## src/rtl/shift_reg_proc.sv

```systemverilog
`default_nettype none
// ============================================================================
// shift_reg_proc : WIDTH-bit universal register / shifter with multi-step rotate
// Optional macro SHIFT_REG_PARITY_EN adds a registered even-parity output.
// Revision 1.0
// ============================================================================
module shift_reg_proc #(
  parameter int               WIDTH      = 8,
  parameter logic [WIDTH-1:0] PRESET_VAL = {WIDTH{1'b1}},
  parameter int               AMT_W      = $clog2(WIDTH) + 1
) (
  input  logic             clock,
  input  logic             clear,
  input  logic             preset,
  input  logic             en,
  input  logic [2:0]       mode,
  input  logic [WIDTH-1:0] d,
  input  logic             sin_l,
  input  logic             sin_r,
  input  logic [AMT_W-1:0] amt,
  input  logic             dir,
  output logic [WIDTH-1:0] q,
  output logic             sout_l,
  output logic             sout_r,
  output logic             busy,
`ifdef SHIFT_REG_PARITY_EN
  output logic             parity,
`endif
  output logic             done
);

  localparam logic [2:0] MODE_HOLD  = 3'b000;
  localparam logic [2:0] MODE_LOAD  = 3'b001;
  localparam logic [2:0] MODE_SHL   = 3'b010;
  localparam logic [2:0] MODE_SHR   = 3'b011;
  localparam logic [2:0] MODE_ROL   = 3'b100;
  localparam logic [2:0] MODE_ROR   = 3'b101;
  localparam logic [2:0] MODE_MULTI = 3'b110;

  typedef enum logic [0:0] {ST_IDLE = 1'b0, ST_SHIFT = 1'b1} state_e;

  state_e           state_q, state_d;
  logic [WIDTH-1:0] shreg_q, shreg_d;
  logic [AMT_W-1:0] cnt_q, cnt_d;
  logic             dir_q, dir_d;
  logic             busy_q, busy_d;
  logic             done_q, done_d;

  always_comb begin
    state_d = state_q;
    shreg_d = shreg_q;
    cnt_d   = cnt_q;
    dir_d   = dir_q;
    busy_d  = busy_q;
    done_d  = 1'b0;

    if (preset) begin
      shreg_d = PRESET_VAL;
      state_d = ST_IDLE;
      cnt_d   = '0;
      busy_d  = 1'b0;
    end else if (state_q == ST_SHIFT) begin
      shreg_d = dir_q ? {shreg_q[0], shreg_q[WIDTH-1:1]}
                      : {shreg_q[WIDTH-2:0], shreg_q[WIDTH-1]};
      cnt_d   = cnt_q - AMT_W'(1);
      if (cnt_q == AMT_W'(1)) begin
        state_d = ST_IDLE;
        busy_d  = 1'b0;
        done_d  = 1'b1;
      end
    end else if (en) begin
      case (mode)
        MODE_LOAD: shreg_d = d;
        MODE_SHL:  shreg_d = {shreg_q[WIDTH-2:0], sin_l};
        MODE_SHR:  shreg_d = {sin_r, shreg_q[WIDTH-1:1]};
        MODE_ROL:  shreg_d = {shreg_q[WIDTH-2:0], shreg_q[WIDTH-1]};
        MODE_ROR:  shreg_d = {shreg_q[0], shreg_q[WIDTH-1:1]};
        MODE_MULTI: begin
          // A zero count completes instantly: done pulses but SHIFT is never entered.
          if (amt != '0) begin
            cnt_d   = amt;
            dir_d   = dir;
            state_d = ST_SHIFT;
            busy_d  = 1'b1;
          end else begin
            done_d  = 1'b1;
          end
        end
        MODE_HOLD: shreg_d = shreg_q;
        default:   shreg_d = shreg_q;
      endcase
    end
  end

  always_ff @(posedge clock or posedge clear) begin
    if (clear) begin
      state_q <= ST_IDLE;
      shreg_q <= '0;
      cnt_q   <= '0;
      dir_q   <= 1'b0;
      busy_q  <= 1'b0;
      done_q  <= 1'b0;
    end else begin
      state_q <= state_d;
      shreg_q <= shreg_d;
      cnt_q   <= cnt_d;
      dir_q   <= dir_d;
      busy_q  <= busy_d;
      done_q  <= done_d;
    end
  end

`ifdef SHIFT_REG_PARITY_EN
  logic parity_q;

  always_ff @(posedge clock or posedge clear) begin
    if (clear) begin
      parity_q <= 1'b0;
    end else begin
      parity_q <= ^shreg_d;
    end
  end

  assign parity = parity_q;
`endif

  assign q      = shreg_q;
  assign sout_l = shreg_q[WIDTH-1];
  assign sout_r = shreg_q[0];
  assign busy   = busy_q;
  assign done   = done_q;

endmodule
`default_nettype wire

```

## config.mk

```make
export PLATFORM = sky130hd
export DESIGN_NAME = shift_reg_proc
export DESIGN_NICKNAME = d
export VERILOG_FILES = /design/src/rtl/shift_reg_proc.sv
export SDC_FILE = /design/constraint.sdc
export NUM_CORES = 1
export LEC_CHECK = 0
export BUFFER_PORTS_ARGS = -buffer_cell sky130_fd_sc_hd__buf_2
export CORE_UTILIZATION = 51
export DETAILED_ROUTE_END_ITERATION = 6
export GPL_TIMING_DRIVEN = 0
export PLACE_DENSITY_LB_ADDON = 0.12
export SETUP_SLACK_MARGIN = 0.15
export SLEW_MARGIN = 20
export SYNTH_ARGS = -nofsm -noshare
export SYNTH_HDL_FRONTEND = slang
export SYNTH_SLANG_ARGS = --single-unit
```

## constraint.sdc

```tcl
create_clock -name clock -period 1.6 [get_ports clock]
set_input_delay 0 -clock clock [delete_from_list [all_inputs] [get_ports clock]]
set_output_delay 0 -clock clock [all_outputs]
set_load 0.01 [all_outputs]
```

# After elaboration in Yosys (flattened, before gate mapping)
# Cells that the tools add are included.
# totals
output_inout_bits	12
register_bits	16
inputBits	22
elab_cells	54
# classes
n_reduce_logical	9
mux	28
n_addsub	1
n_eq_ne	8
n_bitwise	2
# op_table
cell	n
$pmux 8 s5	1
$mux 8	4
$mux 4	5
$mux 1	18
$eq 3x3->1 const B	3
$reduce_bool 3->1	3
$reduce_bool 7->1	1
$eq 3x2->1 const B	2
$reduce_and 5->1	1
$eq 4x1->1 const B	1
$reduce_and 4->1	1
$reduce_bool 4->1	1
$sub 4x1->4 const B	1
$eq 3x1->1 const B	1
$ne 3x2->1 const B	1
$reduce_and 3->1	1
$not 1->1	2
$reduce_and 2->1	1

# Longest topological paths before layout
# Gate-level depths: netlist (run 1).
# logic_depth
depth_word	6
depth_mapped	6
ltp_nobuf	6

# Worst setup path before layout (run 1)
# OpenSTA, ideal clock, no wires.
# synth_timing
path_kind	flip-flop to flip-flop
startpoint	register state_q
endpoint	register shreg_q[7], in the netlist q[7]
required_time_ps	1479
t_arrival_ps	1240
period_less_slack_ps	1361
path_buffers	1
slack_ps	239
stages_incl_launch_ff	6
setup_ps	121
path_cell_list	dfrtp_1 -> buf_2 -> or2_2 -> a31oi_4 -> a31oi_1 -> a22o_1
# synth_via
elab_chain_cells	2
elab_cells_between_ends	5
classes_between	mux: 2; reduce/logical: 3
# synth_rtl
element	line_no	text
start, declared	42	state_e state_q, state_d;
start signal, assigned	104	state_q <= state_d;
$reduce_bool 7->1 (no line) (tied with other cells)	--	
$reduce_and 2->1 (no line) or $mux 8 (tied branches)	--	
end signal, assigned	105	shreg_q <= shreg_d;
end, declared	43	logic [WIDTH-1:0] shreg_q, shreg_d;
# Parallel ways exist; a longest one is shown, timed or not.
# A chain may end at the register's enable or synchronous reset.

# Worst setup path in the final report (run 1)
# Ends and elaborated chain as after synthesis.

==> results.py, run 1 <==
metrics = {
    "power": {
        "total_power_uw": 1090,
        "powerDensity_mw_per_mm2": 742,
        "power_leakage_uw": 0.000638,
        "ir_worst_vdd_mv": 0.373,
    },
    "floorplan": {
        "dieArea_mm2": 0.00255,
        "io_pins": 34,
        "start_util": 0.541,
        "core-area_mm2": 0.00221,
        "fp-row-count": 17,
        "die_x_um": 50.5,
        "die_y_um": 50.5,
    },
    "timing": {
        "worst_pin_slew_ns": 0.630,
        "tns_ns": 0,
        "hold_viol_final": 0,
        "finClkSkew_ns": 0.00162,
        "min_period_ns": 1.40,
        "period_share": 0.872,
        "final_max_slew_viol_count": 0,
        "rsz0062_at_grt": "true",
        "setup_viol": 0,
        "max_freq_mhz": 717,
        "hold_ws_ns": 0.0570,
        "slew_headroom": 0.580,
    },
    "synth": {
        "synth.area.mux_share": 0.161,
        "syn-num-nets": 150,
        "synthSimpleGateAreaFrac": 0.180,
        "synthesis.area_mm2": 0.00120,
        "ys_seq_area_frac": 0.334,
        "async_flop_share": 1.00,
        "synth_top_cell_by_area": "dfrtp_1",
        "netlist_instances": 126,
        "ys_seq_elements": 16,
        "synth_cell_types": 39,
        "synth_area_leaders": "dfrtp_1 (33%), mux2i_1 (9.2%), mux2_2 (5.6%)",
        "yosysTopAreaCellShare": 0.334,
        "synth_xor_area_frac": 0.0146,
        "synth_top_flop_cell": "dfrtp_1",
        "synth_warnings": 0,
        "synth_compound_area_frac": 0.215,
        "synth_top_family_by_area": "compound AO/OA/AOI/OAI gates",
        "synth_edf_count": 0,
        "avgSynthCellArea_um2": 9.50,
        "synth_adder_area_share": 0.0209,
    },
    "finish": {
        "final_cell_mix": "buf_2 (31), nand2_1 (16), dfrtp_1 (16), mux2i_1 (11)",
        "area_growth_pct": 23.0,
        "n_fill_cell": 200,
        "drive_gt1_frac": 0.380,
        "ff_latch_area_um2": 400,
        "nNetsFinal": 189,
        "layout_commonest_cell": "buf_2",
        "multiInputGateArea_um2": 731,
        "antenna_cells": 0,
    },
    "detailed_routing": {
        "drc": 0,
        "drt-initial-drc-count": 24,
        "drt_first_pass_iters": 4,
        "ant_nets": 0,
        "vias_per_cell": 5.99,
        "num_vias": 1144,
        "wl_mm": 2.82,
        "drt-wirelength-per-cell_um": 14.8,
    },
    "critical_path": {
        "required_ns": 1.78,
        "start_kind": "register",
        "cp_slowest_stage_delay_ns": 0.37,
        "crit_slowest_cell": "dfrtp_1",
        "cp_cell_sequence": "buf_4, or2_4, a31oi_4, a31oi_1, a22o_1",
        "cp_max_fo": 9,
        "arrival_ns": 1.57,
        "path_class": "register to register",
        "crit_path_end_kind": "register",
    },
    "global_route": {
        "grt_pass1_vias": 1077,
        "grt_max_degree": 17,
        "grt_pass1_wl_mm": 4.71,
        "grt_antenna_before_repair": 0,
        "grt_usage": 0.243,
        "grt_overflow": 0,
    },
    "clock_tree": {
        "clk_pin_slew_ns": 0.10,
        "cts_buffers": 3,
        "clk_latency_ns": 0.28,
        "cts.sinks": 16,
        "cts_tree": "yes",
        "clockBufferDepth": 2,
        "root_buffer": "clkbuf_4",
        "ctsHtreeMaxLevel": 1,
    },
    "placement": {
        "io_buffers": 30,
        "gp_congestion": 0.799,
    },
    "run_status": {
        "status": "completed",
    },
    "flow_run": {
        "cap_violations": 0,
    },
    "hold_path": {
        "hp-class": "input pin to register",
    },
}
==> registers in the layout (all words and copies together) (netlist names) <==
signal / cells
state_q: 1
cnt_q: 4
busy: 1
done: 1
q: 8
dir_q: 1
==> area by class of cell <==
| cell class | instances | share of cell area |
|---|---|---|
| Multi-Input combinational cell | 95 | 0.496 |
| Sequential cell | 16 | 0.272 |
| Timing Repair Buffer | 34 | 0.127 |
| Buffer | 9 | 0.0476 |
| Tap cell | 28 | 0.0238 |
| Inverter | 6 | 0.0178 |
| Clock buffer | 3 | 0.0153 |
==> critical path, delay by kind of cell, from the launching register on <==
family / cells / cell delay (ns)
AOI/OAI and AO/OA: 3 / 0.48
buffers and inverters: 1 / 0.17
DFF: 1 / 0.37
and+or+nand+nor: 1 / 0.27
==> logic make-up (layout without fill, tap and decap cells) <==
| logic type | after synthesis | count (layout) |
|---|---|---|
| buf+inv | 15 | 52 |
| flops | 16 | 16 |
| mux | 18 | 18 |
| simple gates | 40 | 40 |
| fa+ha+maj | 2 | 2 |
| compound gates | 33 | 33 |
| xor+xnor | 2 | 2 |
==> cell usage after synthesis (2+ instances only) <==
library cell,count
nand2_1,17
dfrtp_1,16
mux2i_1,11
a2bb2oi_1,6
mux2_2,6
nor2_1,6
o221ai_1,6
a211oi_1,5
inv_1,5
a21oi_1,4
buf_4,4
o21ai_0,3
a31oi_1,2
and3b_2,2
buf_2,2
buf_6,2
ha_1,2
nor2_2,2
nor2b_1,2
nor3_1,2
o31ai_1,2
xor2_1,2
==> report_power, final <==
| part | internal [uW] | switching [uW] |
|---|---|---|
| registers | 441 | 52.1 |
| clock network | 87.2 | 128 |
| logic | 197 | 187 |
| total | 726 | 367 |
==> path summary, 6_finish.rpt <==
check,slack (ns),to,startpoint,cells after the start
setup / recovery,0.20,q[7],state_q,5
hold / removal,0.06,cnt_q[1],amt[1],3
setup reg to reg,0.20,q[7],state_q,5
hold reg to reg,0.55,cnt_q[0],cnt_q[0],1
max in group asynchronous,0.87,q[5],clear,3
min in group asynchronous,0.33,busy,clear,3
==> metal layers <==
metal	GRT usage	routed length (um)	share of wire
met5	0	0	0
met2	0.384	1280	0.45
met1	0.340	1310	0.46
met3	0.0333	218	0.077
met4	0.0787	14	0.0050
==> metrics by stage <==
step | util | worst slack [ns] | cell area (um2) | std cells
3_5_place_dp | 0.625 | 0.0986 | 1380 | 184
6_report | 0.666 | 0.204 | 1470 | 191
4_1_cts | 0.656 | 0.184 | 1450 | 191
5_1_grt | 0.666 | 0.0982 | 1470 | 191
2_1_floorplan | - | 0.239 | 1200 | 126
3_3_place_gp | 0.625 | 0.159 | 1380 | 184
==> timing repair <==
action | in CTS | in global routing
endpoints found under the hold margin | 22 | 0
setup buffers | 1 | 0
setup endpoints to repair | 4 | 9
gates resized for setup | 2 | 8
hold buffers | 3 | 0
(Power assumes the default switching activity.)
==> inputs of run 2 (changes only) <==
--- a/config.mk
+++ b/config.mk
@@ -6,10 +6,13 @@
 export NUM_CORES = 1
 export LEC_CHECK = 0
 export BUFFER_PORTS_ARGS = -buffer_cell sky130_fd_sc_hd__buf_2
-export CORE_UTILIZATION = 51
+export CELL_PAD_IN_SITES_DETAIL_PLACEMENT = 1
+export CELL_PAD_IN_SITES_GLOBAL_PLACEMENT = 1
+export CORE_UTILIZATION = 38
 export DETAILED_ROUTE_END_ITERATION = 6
 export GPL_TIMING_DRIVEN = 0
 export PLACE_DENSITY_LB_ADDON = 0.12
+export RECOVER_POWER = 25
 export SETUP_SLACK_MARGIN = 0.15
 export SLEW_MARGIN = 20
 export SYNTH_ARGS = -nofsm -noshare
==> run 2 against run 1 <==
Utilization is 17 points lower. Clock-buffer cell count is 1 higher. Sequential share of layout area is 0.74 points lower. Combinational power is 3% higher. Final cell count is 8.9% higher. Highest routed layer unchanged. Register-to-register slack better by 0.02 ns.
==> results.py, run 2 (same netlist as run 1, synthesis figures left out) <==
metrics = {
    "run_status": {
        "status": "completed",
    },
    "timing": {
        "final_max_slew_viol_count": 0,
        "max_freq_mhz": 727,
        "hold_ws_ns": 0.0581,
        "period_share": 0.860,
        "hold_viol_final": 0,
        "min_period_ns": 1.38,
        "rsz0062_at_grt": "true",
        "slew_headroom": 0.561,
        "finClkSkew_ns": 0.00350,
        "worst_pin_slew_ns": 0.657,
        "setup_viol": 0,
        "tns_ns": 0,
    },
    "placement": {
        "gp_congestion": 0.769,
        "post-dp-hpwl_mm": 2.46,
        "io_buffers": 30,
    },
    "clock_tree": {
        "ctsHtreeMaxLevel": 1,
        "clockBufferDepth": 2,
        "cts_tree": "yes",
        "clk_latency_ns": 0.30,
        "root_buffer": "clkbuf_4",
        "cts_buffers": 3,
        "clk_pin_slew_ns": 0.10,
        "cts.sinks": 16,
    },
    "power": {
        "share_comb_of_total_power": 0.336,
        "power.switching_uw": 394,
        "ir_worst_vdd_mv": 0.306,
        "p_clk_frac": 0.239,
        "power_leakage_uw": 0.000639,
        "seqPwrFrac": 0.424,
        "switching_share": 0.335,
        "powerDensity_mw_per_mm2": 776,
        "p_int_uw": 781,
    },
    "finish": {
        "multiInputGateArea_um2": 743,
        "area_growth_pct": 26.4,
        "final_cell_mix": "buf_2 (29), nand2_1 (16), dfrtp_1 (16), mux2i_1 (11)",
        "nNetsFinal": 189,
        "largest_reg_flops": 8,
        "ff_latch_area_um2": 400,
        "layout_commonest_cell": "buf_2",
        "drive_gt1_frac": 0.384,
        "n_fill_cell": 368,
        "antenna_cells": 0,
    },
    "floorplan": {
        "core-area_mm2": 0.00303,
        "dieArea_mm2": 0.00338,
        "die_x_um": 58.1,
        "fp-row-count": 20,
        "start_util": 0.395,
        "io_pins": 34,
        "die_y_um": 58.1,
    },
    "detailed_routing": {
        "drt-initial-drc-count": 25,
        "ant_nets": 0,
        "num_vias": 1144,
        "wl_mm": 3.31,
        "drt-wirelength-per-cell_um": 15.9,
        "drt_first_pass_iters": 3,
        "drc": 0,
        "vias_per_cell": 5.50,
    },
    "hold_path": {
        "holdPathStages": 4,
        "hp-class": "input pin to register",
    },
    "global_route": {
        "grt_usage": 0.221,
        "grt_pass1_vias": 1160,
        "grt_pass1_wl_mm": 5.57,
        "grt_max_degree": 17,
        "grt_overflow": 0,
        "grt_antenna_before_repair": 0,
    },
    "flow_run": {
        "cap_violations": 0,
    },
    "critical_path": {
        "worstRegToRegCells": 5,
        "arrival_ns": 1.57,
        "start_kind": "register",
        "cp_max_fo": 9,
        "path_class": "register to register",
        "crit_path_end_kind": "register",
        "required_ns": 1.80,
    },
}
-- run 2: worst max-delay path, stage by stage, from the launching register on --
cell	delay, ns
dfrtp_1	0.38
buf_4	0.17
or2_4	0.27
a31oi_4	0.19
a31oi_1	0.07
a22o_1	0.20
-- run 2: final cells by class --
class                      count  area share
clock buffer                   4      0.0240
tap                           44      0.0364
buffer                         9      0.0463
inverter                       6      0.0157
multi-input combinational     95       0.491
timing repair buffer          34       0.122
sequential                    16       0.264
-- run 2: worst paths after layout --
path / startpoint / end / slack (ns)
worst max register to register: state_q / q[7] / 0.22
max in group asynchronous: clear / cnt_q[0] / 0.86
worst max-delay path: state_q / q[7] / 0.22
min in group asynchronous: clear / q[6] / 0.32
worst min register to register: cnt_q[0] / cnt_q[0] / 0.55
worst min-delay path: amt[3] / done / 0.06
-- run 2: power by group through the flow --
stage / Clock (uW) / Combinational (uW) / Sequential (uW)
2_1_floorplan: 0 / 254 / 497
3_3_place_gp: 0 / 363 / 497
3_5_place_dp: 0 / 376 / 501
6_report: 281 / 395 / 498
5_1_grt: 317 / 432 / 505
4_1_cts: 290 / 393 / 495
-- run 2: per-stage QoR --
step | power [uW] | instance area (um2) | setup slack [ns] | cells | utilization
4_1_cts | 1180 | 1500 | 0.161 | 208 | 0.495
2_1_floorplan | 751 | 1200 | 0.239 | 126 | -
5_1_grt | 1250 | 1510 | 0.138 | 208 | 0.500
3_5_place_dp | 877 | 1400 | 0.0337 | 200 | 0.463
6_report | 1180 | 1510 | 0.224 | 208 | 0.500
3_3_place_gp | 860 | 1400 | 0.111 | 200 | 0.463
-- run 2: repair_timing --
item | in CTS | in global routing
endpoints found under the hold margin | 22 | 0
buffers inserted | 1 | 0
gates cloned | 0 | 0
hold buffers | 3 | 0
endpoints found under the setup margin | 9 | 10
resized for setup | 6 | 6
-- run 2: per-layer routing --
layer	track usage	vias up	part of all wire
met2	0.353	26	0.48
met3	0.0335	5	0.030
met5	0	-	0
met4	0.0714	0	0.015
met1	0.305	570	0.48
li1	-	543	-
==> inputs of run 3 (changes only) <==
--- a/config.mk
+++ b/config.mk
@@ -5,10 +5,11 @@
 export SDC_FILE = /design/constraint.sdc
 export NUM_CORES = 1
 export LEC_CHECK = 0
+export ABC_AREA = 1
 export BUFFER_PORTS_ARGS = -buffer_cell sky130_fd_sc_hd__buf_2
 export CELL_PAD_IN_SITES_DETAIL_PLACEMENT = 1
 export CELL_PAD_IN_SITES_GLOBAL_PLACEMENT = 1
-export CORE_UTILIZATION = 38
+export CORE_UTILIZATION = 36
 export DETAILED_ROUTE_END_ITERATION = 6
 export GPL_TIMING_DRIVEN = 0
 export PLACE_DENSITY_LB_ADDON = 0.12
==> run 3 against run 2 <==
Utilization is 3.1 points lower. Via count grew 51%. Hold slack improved by 0.018 ns. Wire length up 46%. Non-clock buffer count is 5 higher. Largest cell class unchanged. Global-route usage is 2.9 points higher. Setup slack worse by 0.0033 ns. Area after synthesis is 23% higher. Final area is 18% higher.
==> results.py, run 3 <==
metrics = {
    "critical_path": {
        "crit_slowest_cell": "dfrtp_1",
        "required_ns": 1.76,
        "r2r-start": "state_q",
        "cp_cell_sequence": "nor2_4, nand2_4, o21ai_4, buf_6, nor2_1, nand2_1, nand2_1",
        "crit_path_end_kind": "register",
        "cp_max_fo": 10,
        "crit_top_cell": "nand2_1",
        "path_class": "register to register",
        "worstRegToRegCells": 7,
        "cp_slowest_stage_delay_ns": 0.42,
        "start_kind": "register",
        "r2r-end": "q[3]",
        "r2r_slack_ns": 0.22,
        "arrival_ns": 1.54,
    },
    "finish": {
        "finish.utilization": 0.469,
        "final_cell_mix": "nand2_1 (88), buf_2 (33), nor2_1 (24), nand3_1 (23), nand4_1 (23)",
        "largest_reg_flops": 8,
        "drive_gt1_frac": 0.210,
        "area_growth_pct": 21.0,
        "layout_commonest_cell": "nand2_1",
        "nNetsFinal": 306,
        "antenna_cells": 0,
        "n_fill_cell": 547,
    },
    "global_route": {
        "grt_pass1_vias": 1657,
        "grt_usage": 0.249,
        "grt_overflow": 0,
        "grt_pass1_wl_mm": 8.20,
        "grt_antenna_before_repair": 0,
        "grt_max_degree": 17,
    },
    "synth": {
        "synthSimpleGateAreaFrac": 0.509,
        "synth_warnings": 0,
        "synthesis.area_mm2": 0.00147,
        "avgSynthCellArea_um2": 6.09,
        "async_flop_share": 1.00,
        "synth_adder_area_share": 0.0170,
        "synthTopCellsByCount": "nand2_1 (88), nor2_1 (24), nand3_1 (23), nand4_1 (23), inv_1 (20)",
        "netlist_instances": 242,
        "synth_compound_area_frac": 0.0807,
        "ys_seq_area_frac": 0.272,
        "ys_seq_elements": 16,
        "synth.most_common_cell": "nand2_1",
        "synth_area_leaders": "dfrtp_1 (27%), nand2_1 (22%), nand4_1 (9.8%)",
        "synth_top_cell_by_area": "dfrtp_1",
        "yosysTopAreaCellShare": 0.272,
        "synth_top_family_by_area": "simple AND/OR/NAND/NOR gates",
        "synth_xor_area_frac": 0,
        "synth.area.mux_share": 0,
        "syn-num-nets": 266,
        "synth_edf_count": 0,
        "synth_cell_types": 25,
        "synth_top_flop_cell": "dfrtp_1",
    },
    "floorplan": {
        "dieArea_mm2": 0.00435,
        "io_pins": 34,
        "die_x_um": 66.0,
        "start_util": 0.388,
        "die_y_um": 66.0,
        "fp-row-count": 22,
        "core-area_mm2": 0.00380,
    },
    "hold_path": {
        "hold_end": "cnt_q[3]",
        "holdPathStages": 5,
        "hp-class": "input pin to register",
        "hp-start": "amt[3]",
    },
    "flow_run": {
        "cap_violations": 0,
    },
    "clock_tree": {
        "clk_latency_ns": 0.26,
        "clk_pin_slew_ns": 0.07,
        "ctsHtreeMaxLevel": 1,
        "clockBufferDepth": 2,
        "cts.sinks": 16,
        "cts_buffers": 3,
        "root_buffer": "clkbuf_8",
        "cts_tree": "yes",
    },
    "placement": {
        "gp_congestion": 0.820,
        "io_buffers": 31,
        "post-dp-hpwl_mm": 3.48,
        "post-place-ws_ns": 0.185,
    },
    "timing": {
        "final_max_slew_viol_count": 0,
        "period_share": 0.862,
        "hold_viol_final": 0,
        "tns_ns": 0,
        "hold_ws_ns": 0.0762,
        "finClkSkew_ns": 0.00175,
        "max_freq_mhz": 725,
        "worst_pin_slew_ns": 0.661,
        "min_period_ns": 1.38,
        "rsz0062_at_grt": "true",
        "setup_viol": 0,
        "layout_setup_ws_ns": 0.221,
        "slew_headroom": 0.559,
    },
    "detailed_routing": {
        "drt-initial-drc-count": 64,
        "drt_first_pass_iters": 4,
        "drt-wirelength-per-cell_um": 14.7,
        "ant_nets": 0,
        "vias_per_cell": 5.26,
        "num_vias": 1732,
        "wl_mm": 4.82,
        "drc": 0,
    },
    "power": {
        "p_int_uw": 866,
        "power_leakage_uw": 0.000982,
        "p_clk_frac": 0.267,
        "powerDensity_mw_per_mm2": 812,
        "power.switching_uw": 580,
        "share_comb_of_total_power": 0.343,
        "switching_share": 0.401,
        "total_power_uw": 1450,
        "ir_worst_vdd_mv": 0.488,
        "seqPwrFrac": 0.390,
    },
    "run_status": {
        "status": "completed",
    },
}
[run 3: cell count changes after synthesis, moves of 6 or more]
cell	previous run	this run
nand4_1	0	23
o221ai_1	6	0
mux2_2	6	0
inv_1	5	20
nand3_1	1	23
a2bb2oi_1	6	0
mux2i_1	11	0
nand2_1	17	88
nor2_1	6	24
[run 3: layout make-up]
cell class                 instances  area [um2]  share of cell area
buffer                            13        88.8              0.0499
clock buffer                       4        55.1              0.0309
multi-input combinational        189         893               0.501
sequential                        16         400               0.225
inverter                          24        96.3              0.0541
tap                               48        60.1              0.0337
timing repair buffer              35         188               0.105
[run 3: metrics by stage]
step / instances / cell area (um2)
2_1_floorplan: 242 / 1470
3_3_place_gp: 321 / 1690
3_5_place_dp: 321 / 1690
4_1_cts: 327 / 1760
5_1_grt: 329 / 1780
6_report: 329 / 1780
[run 3: worst max path at each step]
| stage | from | end | cells past startpoint | slack, ns |
|---|---|---|---|---|
| final | state_q | q[3] | 7 | 0.22 |
| after global routing | state_q | q[0] | 7 | 0.14 |
| after CTS | state_q | q[3] | 7 | 0.17 |
| after detailed placement | state_q | q[3] | 7 | 0.19 |
| after global placement | state_q | q[3] | 7 | 0.20 |
| after floorplan | state_q | q[3] | 7 | 0.34 |
[run 3: repair_timing]
| action | 4_1_cts | 5_1_grt |
|---|---|---|
| hold buffers | 2 | 0 |
| gates resized for setup | 0 | 3 |
| setup buffers | 0 | 2 |
| endpoints found under the setup margin | 0 | 6 |
| endpoints found under the hold margin | 17 | 0 |
[run 3: logic make-up after synthesis]
group           Yosys count
fa+ha+maj                 2
flops                    16
compound gates           21
simple gates            166
buf+inv                  37
[run 3: power groups by stage]
stage / Combinational, uW / Sequential (uW) / Clock [uW]
floorplan: 313 / 551 / 0
global placement: 469 / 568 / 0
detailed placement: 484 / 570 / 0
CTS: 490 / 562 / 396
global route: 568 / 574 / 406
finish: 496 / 564 / 386
[run 3: layer usage]
| metal | up-vias | wire, um | track usage | share of wire |
|---|---|---|---|---|
| met3 | 5 | 172 | 0.0379 | 0.036 |
| met2 | 34 | 2340 | 0.435 | 0.49 |
| met5 | - | 0 | 0 | 0 |
| met4 | 0 | 30 | 0.0399 | 0.0062 |
| li1 | 867 | - | - | - |
| met1 | 826 | 2280 | 0.326 | 0.47 |
[run 3: critical path: cells and delay by family (launching register included)]
kind | cells | cell delay [ns]
compound gates | 1 | 0.25
simple gates | 5 | 0.41
flops | 1 | 0.42
buf+inv | 1 | 0.18
